`config.mk`:
```
export PLATFORM = sky130hd
export DESIGN_NAME = spi_slave_stream_flat
export DESIGN_NICKNAME = d
export VERILOG_FILES = /design/src/rtl/spi_slave_stream_if.sv /design/src/rtl/spi_slave_stream.sv /design/src/flat_wrapper.sv
export SDC_FILE = /design/constraint.sdc
export NUM_CORES = 1
export LEC_CHECK = 0
export CAP_MARGIN = 30
export CORE_MARGIN = 1
export CORE_UTILIZATION = 40
export DETAILED_ROUTE_END_ITERATION = 8
export PLACE_DENSITY_LB_ADDON = 0.3
export SLEW_MARGIN = 30
export SYNTH_ARGS = -nofsm -noshare
export SYNTH_HDL_FRONTEND = slang
export SYNTH_SLANG_ARGS = --single-unit
```
`constraint.sdc`:
```
create_clock -name clk -period 2.6 [get_ports clk]
set_input_delay 0.78 -clock clk [delete_from_list [all_inputs] [get_ports clk]]
set_output_delay 0.78 -clock clk [all_outputs]
set_load 0.02 [all_outputs]
```
`src/rtl/spi_slave_stream_if.sv`:
```
// Stream-side bundle of the SPI slave: RX word strobe, TX holding-buffer handshake and frame status.
interface spi_slave_stream_if #(
  parameter int BIT_WIDTH = 8
);
  logic [BIT_WIDTH-1:0] rx_data;
  logic                 rx_valid;
  logic [BIT_WIDTH-1:0] tx_data;
  logic                 tx_valid;
  logic                 tx_ready;
  logic                 tx_underrun;
  logic                 frame_end;
  logic                 frame_partial;
  logic                 busy;

  modport slave (
    input  tx_data, tx_valid,
    output rx_data, rx_valid, tx_ready, tx_underrun, frame_end, frame_partial, busy
  );

  modport master (
    output tx_data, tx_valid,
    input  rx_data, rx_valid, tx_ready, tx_underrun, frame_end, frame_partial, busy
  );
endinterface

```
`src/rtl/spi_slave_stream.sv`:
```
// SPI slave (any CPOL/CPHA, either bit order) with a one-word TX holding buffer, all pins oversampled in clk.
// Define SPI_SLAVE_MISO_TRISTATE_EN to release miso (1'bz) while deselected or not armed.
module spi_slave_stream #(
  parameter int BIT_WIDTH = 8,
  parameter int CPOL      = 0,
  parameter int CPHA      = 0,
  parameter int LSB_FIRST = 0
) (
  input  logic clk,
  input  logic reset,
  input  logic sck,
  input  logic ssel,
  input  logic mosi,
  output logic miso,
  spi_slave_stream_if.slave bus
);
  localparam int CW = $clog2(BIT_WIDTH);
  localparam logic [CW-1:0] LAST_BIT = CW'(BIT_WIDTH - 1);
  localparam bit CPOL_B = (CPOL != 0);
  localparam bit CPHA_B = (CPHA != 0);
  localparam bit LSB_B  = (LSB_FIRST != 0);

  typedef enum logic [1:0] {S_FLUSH, S_IDLE, S_ACTIVE} state_t;

  state_t state, state_next;
  logic [2:0] sck_s, ssel_s;
  logic [1:0] mosi_s;
  logic [1:0] flush_cnt;
  logic [CW-1:0] bitcnt;
  logic [BIT_WIDTH-1:0] rx_shift, rx_next, rx_data_q, tx_shift, hold;
  logic hold_full, rx_valid_q, underrun_q, frame_end_q, partial_q;
  logic sck_rise, sck_fall, lead_edge, trail_edge, sample_edge, shift_edge;
  logic ssel_fall, ssel_rise, tx_bit;
  logic word_start, do_sample, do_shift, frame_done;

  always_ff @(posedge clk) begin
    if (reset) begin
      sck_s  <= {3{CPOL_B}};
      ssel_s <= 3'b111;
      mosi_s <= 2'b00;
    end else begin
      sck_s  <= {sck_s[1:0], sck};
      ssel_s <= {ssel_s[1:0], ssel};
      mosi_s <= {mosi_s[0], mosi};
    end
  end

  assign sck_rise    = sck_s[1] & ~sck_s[2];
  assign sck_fall    = ~sck_s[1] & sck_s[2];
  assign lead_edge   = CPOL_B ? sck_fall : sck_rise;
  assign trail_edge  = CPOL_B ? sck_rise : sck_fall;
  assign sample_edge = CPHA_B ? trail_edge : lead_edge;
  assign shift_edge  = CPHA_B ? lead_edge : trail_edge;
  assign ssel_fall   = ssel_s[2] & ~ssel_s[1];
  assign ssel_rise   = ~ssel_s[2] & ssel_s[1];

  assign rx_next = LSB_B ? {mosi_s[1], rx_shift[BIT_WIDTH-1:1]} : {rx_shift[BIT_WIDTH-2:0], mosi_s[1]};
  assign tx_bit  = LSB_B ? tx_shift[0] : tx_shift[BIT_WIDTH-1];

  always_ff @(posedge clk) begin
    if (reset) state <= S_FLUSH;
    else       state <= state_next;
  end

  // FLUSH waits until stages [2:1] hold real samples, so an SSEL already low at reset release never arms.
  always_comb begin
    state_next = state;
    word_start = 1'b0;
    do_sample  = 1'b0;
    do_shift   = 1'b0;
    frame_done = 1'b0;
    case (state)
      S_FLUSH: if (flush_cnt == 2'd2) state_next = S_IDLE;
      S_IDLE: begin
        if (ssel_fall) begin
          state_next = S_ACTIVE;
          word_start = !CPHA_B;
        end
      end
      S_ACTIVE: begin
        if (ssel_rise) begin
          state_next = S_IDLE;
          frame_done = 1'b1;
        end else begin
          do_sample = sample_edge;
          if (shift_edge) begin
            if (bitcnt == '0) word_start = 1'b1;
            else              do_shift   = 1'b1;
          end
        end
      end
      default: state_next = S_FLUSH;
    endcase
  end

  always_ff @(posedge clk) begin
    if (reset) begin
      flush_cnt   <= 2'd0;
      bitcnt      <= '0;
      rx_shift    <= '0;
      rx_data_q   <= '0;
      rx_valid_q  <= 1'b0;
      tx_shift    <= '0;
      hold        <= '0;
      hold_full   <= 1'b0;
      underrun_q  <= 1'b0;
      frame_end_q <= 1'b0;
      partial_q   <= 1'b0;
    end else begin
      rx_valid_q  <= 1'b0;
      underrun_q  <= 1'b0;
      frame_end_q <= 1'b0;
      partial_q   <= 1'b0;
      if (state == S_FLUSH) flush_cnt <= flush_cnt + 2'd1;
      if (do_sample) begin
        rx_shift <= rx_next;
        if (bitcnt == LAST_BIT) begin
          bitcnt     <= '0;
          rx_data_q  <= rx_next;
          rx_valid_q <= 1'b1;
        end else begin
          bitcnt <= bitcnt + CW'(1);
        end
      end
      if (frame_done) begin
        frame_end_q <= 1'b1;
        partial_q   <= (bitcnt != '0);
        bitcnt      <= '0;
      end
      if (word_start) begin
        tx_shift   <= hold_full ? hold : '0;
        underrun_q <= !hold_full;
      end else if (do_shift) begin
        tx_shift <= LSB_B ? {1'b0, tx_shift[BIT_WIDTH-1:1]} : {tx_shift[BIT_WIDTH-2:0], 1'b0};
      end
      // A write landing on a word start fills the hold for the next word; it never bypasses.
      if (bus.tx_valid && !hold_full) begin
        hold      <= bus.tx_data;
        hold_full <= 1'b1;
      end else if (word_start && hold_full) begin
        hold_full <= 1'b0;
      end
    end
  end

`ifdef SPI_SLAVE_MISO_TRISTATE_EN
  assign miso = (ssel || state != S_ACTIVE) ? 1'bz : tx_bit;
`else
  assign miso = tx_bit;
`endif

  assign bus.rx_data       = rx_data_q;
  assign bus.rx_valid      = rx_valid_q;
  assign bus.tx_ready      = !hold_full;
  assign bus.tx_underrun   = underrun_q;
  assign bus.frame_end     = frame_end_q;
  assign bus.frame_partial = partial_q;
  assign bus.busy          = (state == S_ACTIVE);
endmodule
```
`src/flat_wrapper.sv`:
```
// flat-port wrapper written by rule: the top's interface ports become plain ports
module spi_slave_stream_flat 
#(
  parameter int BIT_WIDTH = 8,
  parameter int CPOL      = 0,
  parameter int CPHA      = 0,
  parameter int LSB_FIRST = 0
)
  (clk, reset, sck, ssel, mosi, miso, bus_tx_data, bus_tx_valid, bus_rx_data, bus_rx_valid, bus_tx_ready, bus_tx_underrun, bus_frame_end, bus_frame_partial, bus_busy);
  spi_slave_stream_if #(.BIT_WIDTH(BIT_WIDTH)) bus_i ();
  input  logic clk;
  input  logic reset;
  input  logic sck;
  input  logic ssel;
  input  logic mosi;
  output logic miso;
  input wire logic [$bits(bus_i.tx_data)-1:0] bus_tx_data;
  input wire logic [$bits(bus_i.tx_valid)-1:0] bus_tx_valid;
  output wire logic [$bits(bus_i.rx_data)-1:0] bus_rx_data;
  output wire logic [$bits(bus_i.rx_valid)-1:0] bus_rx_valid;
  output wire logic [$bits(bus_i.tx_ready)-1:0] bus_tx_ready;
  output wire logic [$bits(bus_i.tx_underrun)-1:0] bus_tx_underrun;
  output wire logic [$bits(bus_i.frame_end)-1:0] bus_frame_end;
  output wire logic [$bits(bus_i.frame_partial)-1:0] bus_frame_partial;
  output wire logic [$bits(bus_i.busy)-1:0] bus_busy;
  assign bus_i.tx_data = bus_tx_data;
  assign bus_i.tx_valid = bus_tx_valid;
  assign bus_rx_data = bus_i.rx_data;
  assign bus_rx_valid = bus_i.rx_valid;
  assign bus_tx_ready = bus_i.tx_ready;
  assign bus_tx_underrun = bus_i.tx_underrun;
  assign bus_frame_end = bus_i.frame_end;
  assign bus_frame_partial = bus_i.frame_partial;
  assign bus_busy = bus_i.busy;
  spi_slave_stream #(.BIT_WIDTH(BIT_WIDTH), .CPOL(CPOL), .CPHA(CPHA), .LSB_FIRST(LSB_FIRST)) u_core (.clk(clk), .reset(reset), .sck(sck), .ssel(ssel), .mosi(mosi), .miso(miso), .bus(bus_i));
endmodule
```
# Yosys cells after proc, flatten, opt, wreduce, memory -nomap -nowiden
# Cells that the tools add are included.
[totals]
out_inout_bits = 15
word_cells = 74
reg_bits = 51
[op_classes]
bitwise_logic = 11
reduce_logical = 14
mux = 25
add_sub_neg = 2
n_eq_ne = 7
[ops]
columns = ["cell", "n"]
rows = [
  ["8-bit 2-to-1 mux", 3],
  ["1-bit 2-to-1 mux", 16],
  ["2-bit OR reduction", 4],
  ["1-bit NOT", 7],
  ["2-bit 2-to-1 mux", 3],
  ["2-bit by 1-bit != test with 1-bit output, second input constant", 3],
  ["2-bit case mux with 3 select lines", 1],
  ["1-bit AND", 4],
  ["2-bit == test, second input constant", 2],
  ["2-bit nonzero test", 2],
  ["3-bit by 1-bit adder with 3-bit output, second input constant", 1],
  ["3-bit == test, second input constant", 1],
  ["3-bit zero test", 1],
  ["3-bit 2-to-1 mux", 1],
  ["3-bit AND reduction", 1],
  ["3-bit nonzero test", 1],
  ["2-bit by 1-bit adder with 2-bit output, second input constant", 1],
  ["2-bit by 1-bit == test with 1-bit output, second input constant", 1],
  ["1-bit logical AND", 2],
  ["2-bit zero test", 1],
  ["1-bit case mux with 2 select lines", 1],
  ["2-bit AND reduction", 1],
  ["1-bit zero test", 1],
]

# Logic depth before layout (Yosys ltp)
# Gate-level depths: netlist of run 1.
[logic_depth]
ltp_word = 8
ltp_mapped = 8
depth_no_buf = 7

# Least setup slack after synthesis of run 1
# OpenSTA, ideal clock, no wires.
[synth_path]
path_type = "register -> register"
from = "register u_core.state[0]"
to = "register u_core.tx_shift[1]"
arrival_ns = 1.674
setup_slack_ns = 0.831
t_required_ns = 2.505
period_less_slack_ns = 1.769
stages_incl_launch_ff = 8
cell_sequence = "dfxtp_1 > inv_1 > ha_1 > inv_1 > and4bb_2 > o21a_4 > a31oi_1 > a221oi_1"
[synth_via]
elab_chain_cells = 3
elab_cells_between_ends = 6
classes_between = "eq/ne (2); mux (3); reduce/logical (1)"
[synth_lines]
columns = ["element", "line", "rtl"]
rows = [
  ["start, declared", "spi_slave_stream.sv:25", "state_t state, state_next;"],
  ["start signal, assigned", "spi_slave_stream.sv:62", "else state <= state_next;"],
  ["2-bit == test (*)", "--", ""],
  ["via bus_busy", "flat_wrapper.sv:25", "output wire logic [$bits(bus_i.busy)-1:0] bus_busy;"],
  ["1-bit case mux with 2 select lines or 1-bit 2-to-1 mux (tied branches)", "spi_slave_stream.sv:72", "case (state)"],
  ["8-bit 2-to-1 mux or 2-bit nonzero test (tied branches)", "--", ""],
  ["end signal, assigned", "spi_slave_stream.sv:131", "tx_shift <= hold_full ? hold : '0;"],
  ["end signal, assigned", "spi_slave_stream.sv:134", "tx_shift <= LSB_B ? {1'b0, tx_shift[BIT_WIDTH-1:1]} : {tx_shift[BIT_WIDTH-2:0], 1'b0};"],
  ["end, declared", "spi_slave_stream.sv:30", "logic [BIT_WIDTH-1:0] rx_shift, rx_next, rx_data_q, tx_shift, hold;"],
]
# Mark *: on every way through the listed nets, which the timed path passes. The rest lies on a longest branch.
# A chain may end at the register's enable or synchronous reset.

# Worst setup path after layout of run 1
[layout_path]
from = "register u_core.state[0]"
to = "output bus_busy"
[layout_via]
elab_chain_cells = 1
[layout_lines]
columns = ["element", "line", "rtl"]
rows = [
  ["2-bit == test", "spi_slave_stream.sv:158", "assign bus.busy = (state == S_ACTIVE);"],
  ["end, declared", "flat_wrapper.sv:25", ""],
]
# Every way passes these cells.

==> results of run 1 <==
[metrics by stage]
stage          utilization (%)  instance area [um^2]
4_1_cts                   51.7                  2510
2_1_floorplan                -                  2080
3_3_place_gp              49.5                  2400
6_report                  51.7                  2510
5_1_grt                   51.7                  2510
3_5_place_dp              49.5                  2400
[placed cells by master (no fill, tap or decap), types with 2 or more instances in the layout]
cell	Yosys	routed
dfxtp_1	51	51
clkdlybuf4s50_1	0	28
nor2_1	26	26
nand2_1	24	24
mux2i_1	19	19
inv_1	16	16
a21oi_1	12	12
ha_1	9	9
nor2b_1	7	7
clkbuf_8	1	7
a31oi_1	6	6
or2_2	5	5
a221oi_1	5	5
nand2b_1	2	2
nor3_1	2	2
o21ai_4	2	2
a221oi_2	2	2
[state kept, by name, indices dropped and copies added (netlist names)]
name                      flops
u_core.bus.frame_partial      1
u_core.rx_shift               7
u_core.ssel_s                 3
u_core.sck_s                  3
u_core.hold_full              1
u_core.bus.tx_underrun        1
u_core.tx_shift               8
u_core.bus.rx_valid           1
u_core.flush_cnt              2
u_core.bitcnt                 3
u_core.hold                   8
u_core.bus.rx_data            8
u_core.state                  2
u_core.mosi_s                 2
u_core.bus.frame_end          1
[worst max-delay path: cells and delay by family (launching register included)]
family | cells | cell delay (ns)
adders and majority gates | 1 | 0.25
buffers and inverters | 2 | 0.73
DFF | 1 | 0.35
[layer usage]
metal	share of wire [%]	vias to the layer above	global-route usage (%)
met5	0	-	0
met3	4.8	7	4.34
met1	51	646	18.3
li1	-	756	-
met4	1.7	0	5.77
met2	43	27	20.4
[report_power, final]
| part | internal [uW] | switching [uW] | total (uW) |
|---|---|---|---|
| sequential | 820 | 31.0 | 852 |
| combinational | 123 | 137 | 259 |
| clock | 242 | 249 | 491 |
| total | 1190 | 417 | 1600 |
[path summary, 6_finish.rpt]
path | from | endpoint | slack, ns | cells past startpoint
setup / recovery | u_core.state[0]$_SDFFE_PP0P_ | bus_busy | 0.20 | 3
hold / removal | u_core.ssel_s[0]$_SDFF_PP1_ | u_core.ssel_s[1]$_SDFF_PP1_ | 0.43 | 1
setup reg to reg | u_core.state[0]$_SDFFE_PP0P_ | u_core.tx_shift[3]$_SDFFE_PP0P_ | 0.77 | 6
hold reg to reg | u_core.ssel_s[0]$_SDFF_PP1_ | u_core.ssel_s[1]$_SDFF_PP1_ | 0.43 | 1
[final cells by class]
type                    instances  area, um^2  share of cell area [%]
repair buffers                 30         308                    12.3
flip-flops and latches         51        1020                    40.7
inverters                      16        60.1                    2.40
well taps                      67        83.8                    3.34
multi-input cells             134         930                    37.1
clock buffers                   7        96.3                    3.84
clock inverters                 1        7.51                   0.300
[logic make-up after synthesis]
logic type | after synthesis
xor gates and xnor gates | 1
and+or+nand+nor | 72
muxes | 19
adders and majority gates | 9
DFF | 51
AOI/OAI and AO/OA | 33
buffers and inverters | 26
==> run metrics, run 1 <==
status finished clean; antenna violations before repair 0; WHS 0.428 ns; area delta synth->final 20.7%; first-pass GRT wire length 5710 um; Synth async-reset ratio 0%; post-place setup slack 0.507 ns; Hold Buf Count CTS 0; P per Cell Area 639 nW/um^2; Worst-Skew Late Latency 0.30 ns; 1st-pass router iterations 4; final hold vios 0; final worst slack 0.197 ns; Synth Instances 211; diode count 0; max cap viols 0; Post-synth top cells dfxtp_1 (51), nor2_1 (26), nand2_1 (24), mux2i_1 (19), inv_1 (16); synthesized area per cell 9.84 um^2; wire per inst 11.1 um; net count after synthesis 234; DR vias/cell 4.69; row cnt 25; clk sink count 51; Slew Limit Fails 0; maximum root-to-sink buffer count 2; Post-synth EDFFs 0; Netlist Area Pre-Place 2080 um^2; largest net degree at the start of global routing 49; layout cells sized above 1 10.5%; die footprint 5480 um^2; vias in the first global route 1301; Slew @ Worst Pin 0.596 ns; leading area contributor after synthesis dfxtp_1; dpl cells 298; top_reg_cell synth dfxtp_1; via count 1436; setup violators final 0; H-tree levels 2; Post-CTS Setup Bufs 0; complex-gate fraction of the synthesized area 13.2%; peak supply drop 0.333 mV; Port-buffer cells 28; total chip power 1600 uW; xor/xnor cell area share of the yosys netlist 0.422%; post-synthesis sequential area ratio 49.2%; Crit-path slowest cell clkdlybuf4s50_1; Startpoint Class flop; global placer's final weighted congestion 0.716; CP arrival 1.62 ns; wirelength, routed 3410 um; Worst path max stage delay 0.63 ns; Adder-Cell Fraction of Synth Area 5.42%; RSZ-0062 raised after global routing false; DRC viols 0; gr ovfl total 0; fin nets 261; Worst-path clk slew 0.09 ns; Critical Path End Type primary output; synthesized flop and latch total 51; post-synth top area share 49.2%; Starting Density 42.8%; max_slew headroom 60.2%; PostCTS Resize Cnt 0; worst hold-check path type reg -> reg; total track usage 13.7%; Final period util 92.4%; fillers 466; crit path time final 2.40 ns; Boundary Pins 29; clk_skew 0.00705 ns; Distinct cells, synth 33; Leak 0.00106 uW; worst-path cell chain inv_1 -> ha_1 -> clkdlybuf4s50_1; mux cell area share after synthesis 9.16%; DP HPWL 2240 um; CTS Buf Count 5; crit path kind reg -> out; Finished Layout Cells 306; setup tns final 0 ns; warnings from Yosys 0; largest family of logic cells by synthesized area simple AND/OR/NAND/NOR gates; most numerous cell in the Yosys netlist dfxtp_1; core region area 4850 um^2; CTS tree built; Clock Root Buffer clkbuf_8; Routed Antenna Nets 0; DR iter-0 viols 27; crit path max fanout 6; DIE HEIGHT 74.1 um; synth top area cells dfxtp_1 (49%), mux2i_1 (9.2%), ha_1 (5.4%); WP data required 1.82 ns; Synth Area in Simple Gates 16.6%; chip width 74.1 um; Max Freq 416 MHz
Note: power is estimated with default switching activity, not from simulation.
==> run 2: changes to the inputs <==
- clock period: 2.6 -> 3.1 ns (I/O delays scaled with it)
==> run metrics, run 2 (synthesis results as in run 1) <==
Critical Path End Type primary output; DRC viols 0; global placer's final weighted congestion 0.733; clk_skew 0.00817 ns; Port-buffer cells 28; Leak 0.00106 uW; crit path max fanout 6; max_slew headroom 65.6%; PostCTS Resize Cnt 0; crit path time final 2.57 ns; max cap viols 0; Slew Limit Fails 0; RSZ-0062 raised after global routing false; chip width 74.1 um; die footprint 5480 um^2; wire per inst 11.5 um; design area 2500 um^2; Boundary Pins 29; CP arrival 1.64 ns; clk sink count 51; Startpoint Class flop; total chip power 1380 uW; via count 1463; Final period util 82.8%; core region area 4850 um^2; final hold vios 0; diode count 0; fillers 444; 1st-pass router iterations 4; gr ovfl total 0; worst hold-check path type reg -> reg; total track usage 14.3%; DP HPWL 2430 um; area delta synth->final 20.4%; setup tns final 0 ns; P per Cell Area 552 nW/um^2; status finished clean; CTS Buf Count 5; Post-CTS Setup Bufs 0; DR iter-0 viols 33; Worst-path clk slew 0.09 ns; vias in the first global route 1396; Hold Buf Count CTS 0; Worst-Skew Late Latency 0.30 ns; first-pass GRT wire length 6020 um; WP data required 2.17 ns; Starting Density 42.8%; fin nets 262; layout cells sized above 1 10.0%; DR vias/cell 4.78; crit path kind reg -> out; Area after DPL 2400 um^2; commonest non-fill, non-tap cell in the layout dfxtp_1; wirelength, routed 3530 um; Clock Root Buffer clkbuf_8; Routed Antenna Nets 0; post-place setup slack 0.853 ns; setup violators final 0; maximum root-to-sink buffer count 2; final worst slack 0.533 ns; Max Freq 390 MHz; largest net degree at the start of global routing 38; CTS tree built; row cnt 25; peak supply drop 0.323 mV; H-tree levels 2; DIE HEIGHT 74.1 um; antenna violations before repair 0; post-layout util 51.6%; Slew @ Worst Pin 0.515 ns; most frequent cells in the layout dfxtp_1 (51), clkdlybuf4s50_1 (28), nor2_1 (26), nand2_1 (24), mux2i_1 (19)
run 2: changes by cell type in the layout (fill, tap and decap cells not counted):
cell / change
buf_12: -1
buf_4: +2
bufinv_16: +1
clkbuf_1: +1
clkbuf_8: -2
clkinvlp_4: -1
run 2: layout make-up:
cell class	instances	area, um^2	share of cell area [%]
clock buffers	6	72.6	2.90
clock inverters	1	30.0	1.20
inverters	16	60.1	2.40
multi-input cells	134	930	37.2
flip-flops and latches	51	1020	40.8
well taps	67	83.8	3.35
repair buffers	31	303	12.1
run 2: worst max-delay path, cell delays in order, from the launching register on:
cell             delay [ns]
dfxtp_1                0.36
inv_1                  0.09
ha_1                   0.25
clkdlybuf4s50_1        0.64
run 2: power breakdown:
group	switching (uW)	total, uW	leakage, uW	internal [uW]
clock network	205	441	0.0000513	237
logic	120	224	0.000593	104
registers	27.2	715	0.000415	688
total	352	1380	0.00106	1030
run 2: final timing paths:
check | startpoint | end | slack, ns | cells after the start
max | u_core.state[0]$_SDFFE_PP0P_ | bus_busy | 0.53 | 3
max reg2reg | u_core.state[0]$_SDFFE_PP0P_ | u_core.tx_shift[7]$_SDFFE_PP0P_ | 1.25 | 7
min reg2reg | u_core.ssel_s[0]$_SDFF_PP1_ | u_core.ssel_s[1]$_SDFF_PP1_ | 0.42 | 1
min | u_core.ssel_s[0]$_SDFF_PP1_ | u_core.ssel_s[1]$_SDFF_PP1_ | 0.42 | 1
run 2: stage by stage:
stage                     instances  hold WS (ns)
after global routing            306         0.423
final                           306         0.416
after CTS                       306         0.418
after detailed placement        299         0.393
after floorplan                 211         0.389
after global placement          299         0.391
run 2: metal layers:
metal  up-vias  global-route usage [%]  routed length (um)
met5         -                       0                   0
met4         0                    7.48                  55
met3         5                    3.25                 115
met2        22                    21.8                1570
met1       678                    19.0                1790
li1        758                       -                   -
==> run 3: changes to the inputs <==
- clock period: 3.1 -> 2.7 ns (I/O delays scaled with it)
==> run metrics, run 3 (synthesis results as in run 1) <==
fin nets 261; GR peak layer met2; Slew Limit Fails 0; max cap viols 0; Leak 0.00107 uW; peak supply drop 0.307 mV; crit path launch u_core.state[0]$_SDFFE_PP0P_; DP HPWL 2340 um; DR vias/cell 4.75; core region area 4850 um^2; dpl cells 298; wire per inst 11.2 um; crit path max fanout 6; PostCTS Resize Cnt 0; Buf/Inv on CP 2; met3 Use GR 3.79%; Clock Root Buffer clkbuf_8; Worst-path clk slew 0.09 ns; die footprint 5480 um^2; RSZ-0062 raised after global routing false; CP delay by family, top buffers and inverters; post-layout util 51.9%; status finished clean; Crit-path slowest cell clkdlybuf4s50_1; most frequent cells in the layout dfxtp_1 (51), clkdlybuf4s50_1 (28), nor2_1 (26), nand2_1 (24), mux2i_1 (19); DR iter-0 viols 39; Final period util 91.2%; DRC viols 0; commonest non-fill, non-tap cell in the layout dfxtp_1; global placer's final weighted congestion 0.690; Boundary Pins 29; design area 2510 um^2; H-tree levels 2; fillers 465; Critical Path End Type primary output; Finished Layout Cells 306; Max Freq 406 MHz; worst-path cell chain inv_1 -> ha_1 -> clkdlybuf4s50_1; Crit Reg-Reg Startpoint u_core.state[0]$_SDFFE_PP0P_; antenna violations before repair 0; Routed Antenna Nets 0; largest net degree at the start of global routing 49; met1 GRT Util 17.8%; wirelength, routed 3420 um; diode count 0; hold path startpoint u_core.ssel_s[0]$_SDFF_PP1_; chip width 74.1 um; Area after DPL 2400 um^2; row cnt 25; setup tns final 0 ns; via count 1454; final hold vios 0; first-pass GRT wire length 5850 um; max_slew headroom 61.1%; area delta synth->final 21.1%; Post-CTS Setup Bufs 0; total chip power 1600 uW; Starting Density 42.8%; Slew @ Worst Pin 0.583 ns; CTS tree built; M2 GR Usage 21.8%; P per Cell Area 637 nW/um^2; Worst path max stage delay 0.65 ns; clk sink count 51; Port-buffer cells 28; gr ovfl total 0; Startpoint Class flop; maximum root-to-sink buffer count 2; crit path kind reg -> out; CTS Buf Count 5; 1st-pass router iterations 4; Worst-Skew Late Latency 0.30 ns; worst hold-check path type reg -> reg; DIE HEIGHT 74.1 um; vias in the first global route 1340; setup violators final 0; WP data required 1.89 ns; CP arrival 1.65 ns; layout cells sized above 1 10.5%; Hold Buf Count CTS 0; crit path time final 2.46 ns; total track usage 14.0%; clk_skew 0.00543 ns
[run 3: cell type report]
class | count | area [um^2] | area share (%)
Sequential cell | 51 | 1020 | 40.6
Multi-Input combinational cell | 134 | 930 | 37.0
Clock buffer | 5 | 68.8 | 2.74
Clock inverter | 3 | 43.8 | 1.74
Timing Repair Buffer | 30 | 308 | 12.2
Tap cell | 67 | 83.8 | 3.33
Inverter | 16 | 60.1 | 2.39
[run 3: worst register-to-register path, cell delays in order (launching register included)]
cell	delay [ns]
dfxtp_1	0.41
inv_1	0.08
ha_1	0.27
inv_1	0.11
and4bb_2	0.27
o21ai_4	0.27
nand2_1	0.12
a221oi_2	0.24
[run 3: per-layer routing]
| metal | up-vias | routed length [um] |
|---|---|---|
| li1 | 762 | - |
| met5 | - | 0 |
| met2 | 21 | 1540 |
| met1 | 666 | 1690 |
| met4 | 0 | 72 |
| met3 | 5 | 120 |
[run 3: stage by stage]
stage | hold slack (ns) | setup WS [ns]
after detailed placement | 0.396 | 0.549
final | 0.420 | 0.236
after floorplan | 0.389 | 0.931
after CTS | 0.420 | 0.204
after global routing | 0.438 | 0.105
after global placement | 0.394 | 0.597
[run 3: worst paths after layout]
path	endpoint	slack [ns]	cells after the start
min	u_core.ssel_s[1]$_SDFF_PP1_	0.42	1
max	bus_busy	0.24	3
min reg2reg	u_core.ssel_s[1]$_SDFF_PP1_	0.42	1
max reg2reg	u_core.tx_shift[7]$_SDFFE_PP0P_	0.86	7
[run 3: power breakdown]
| part | internal, uW | switching [uW] | leakage, uW | total (uW) |
|---|---|---|---|---|
| Sequential | 790 | 30.1 | 0.000415 | 820 |
| Clock | 276 | 252 | 0.0000581 | 528 |
| Combinational | 119 | 133 | 0.000593 | 252 |
| Total | 1190 | 415 | 0.00107 | 1600 |
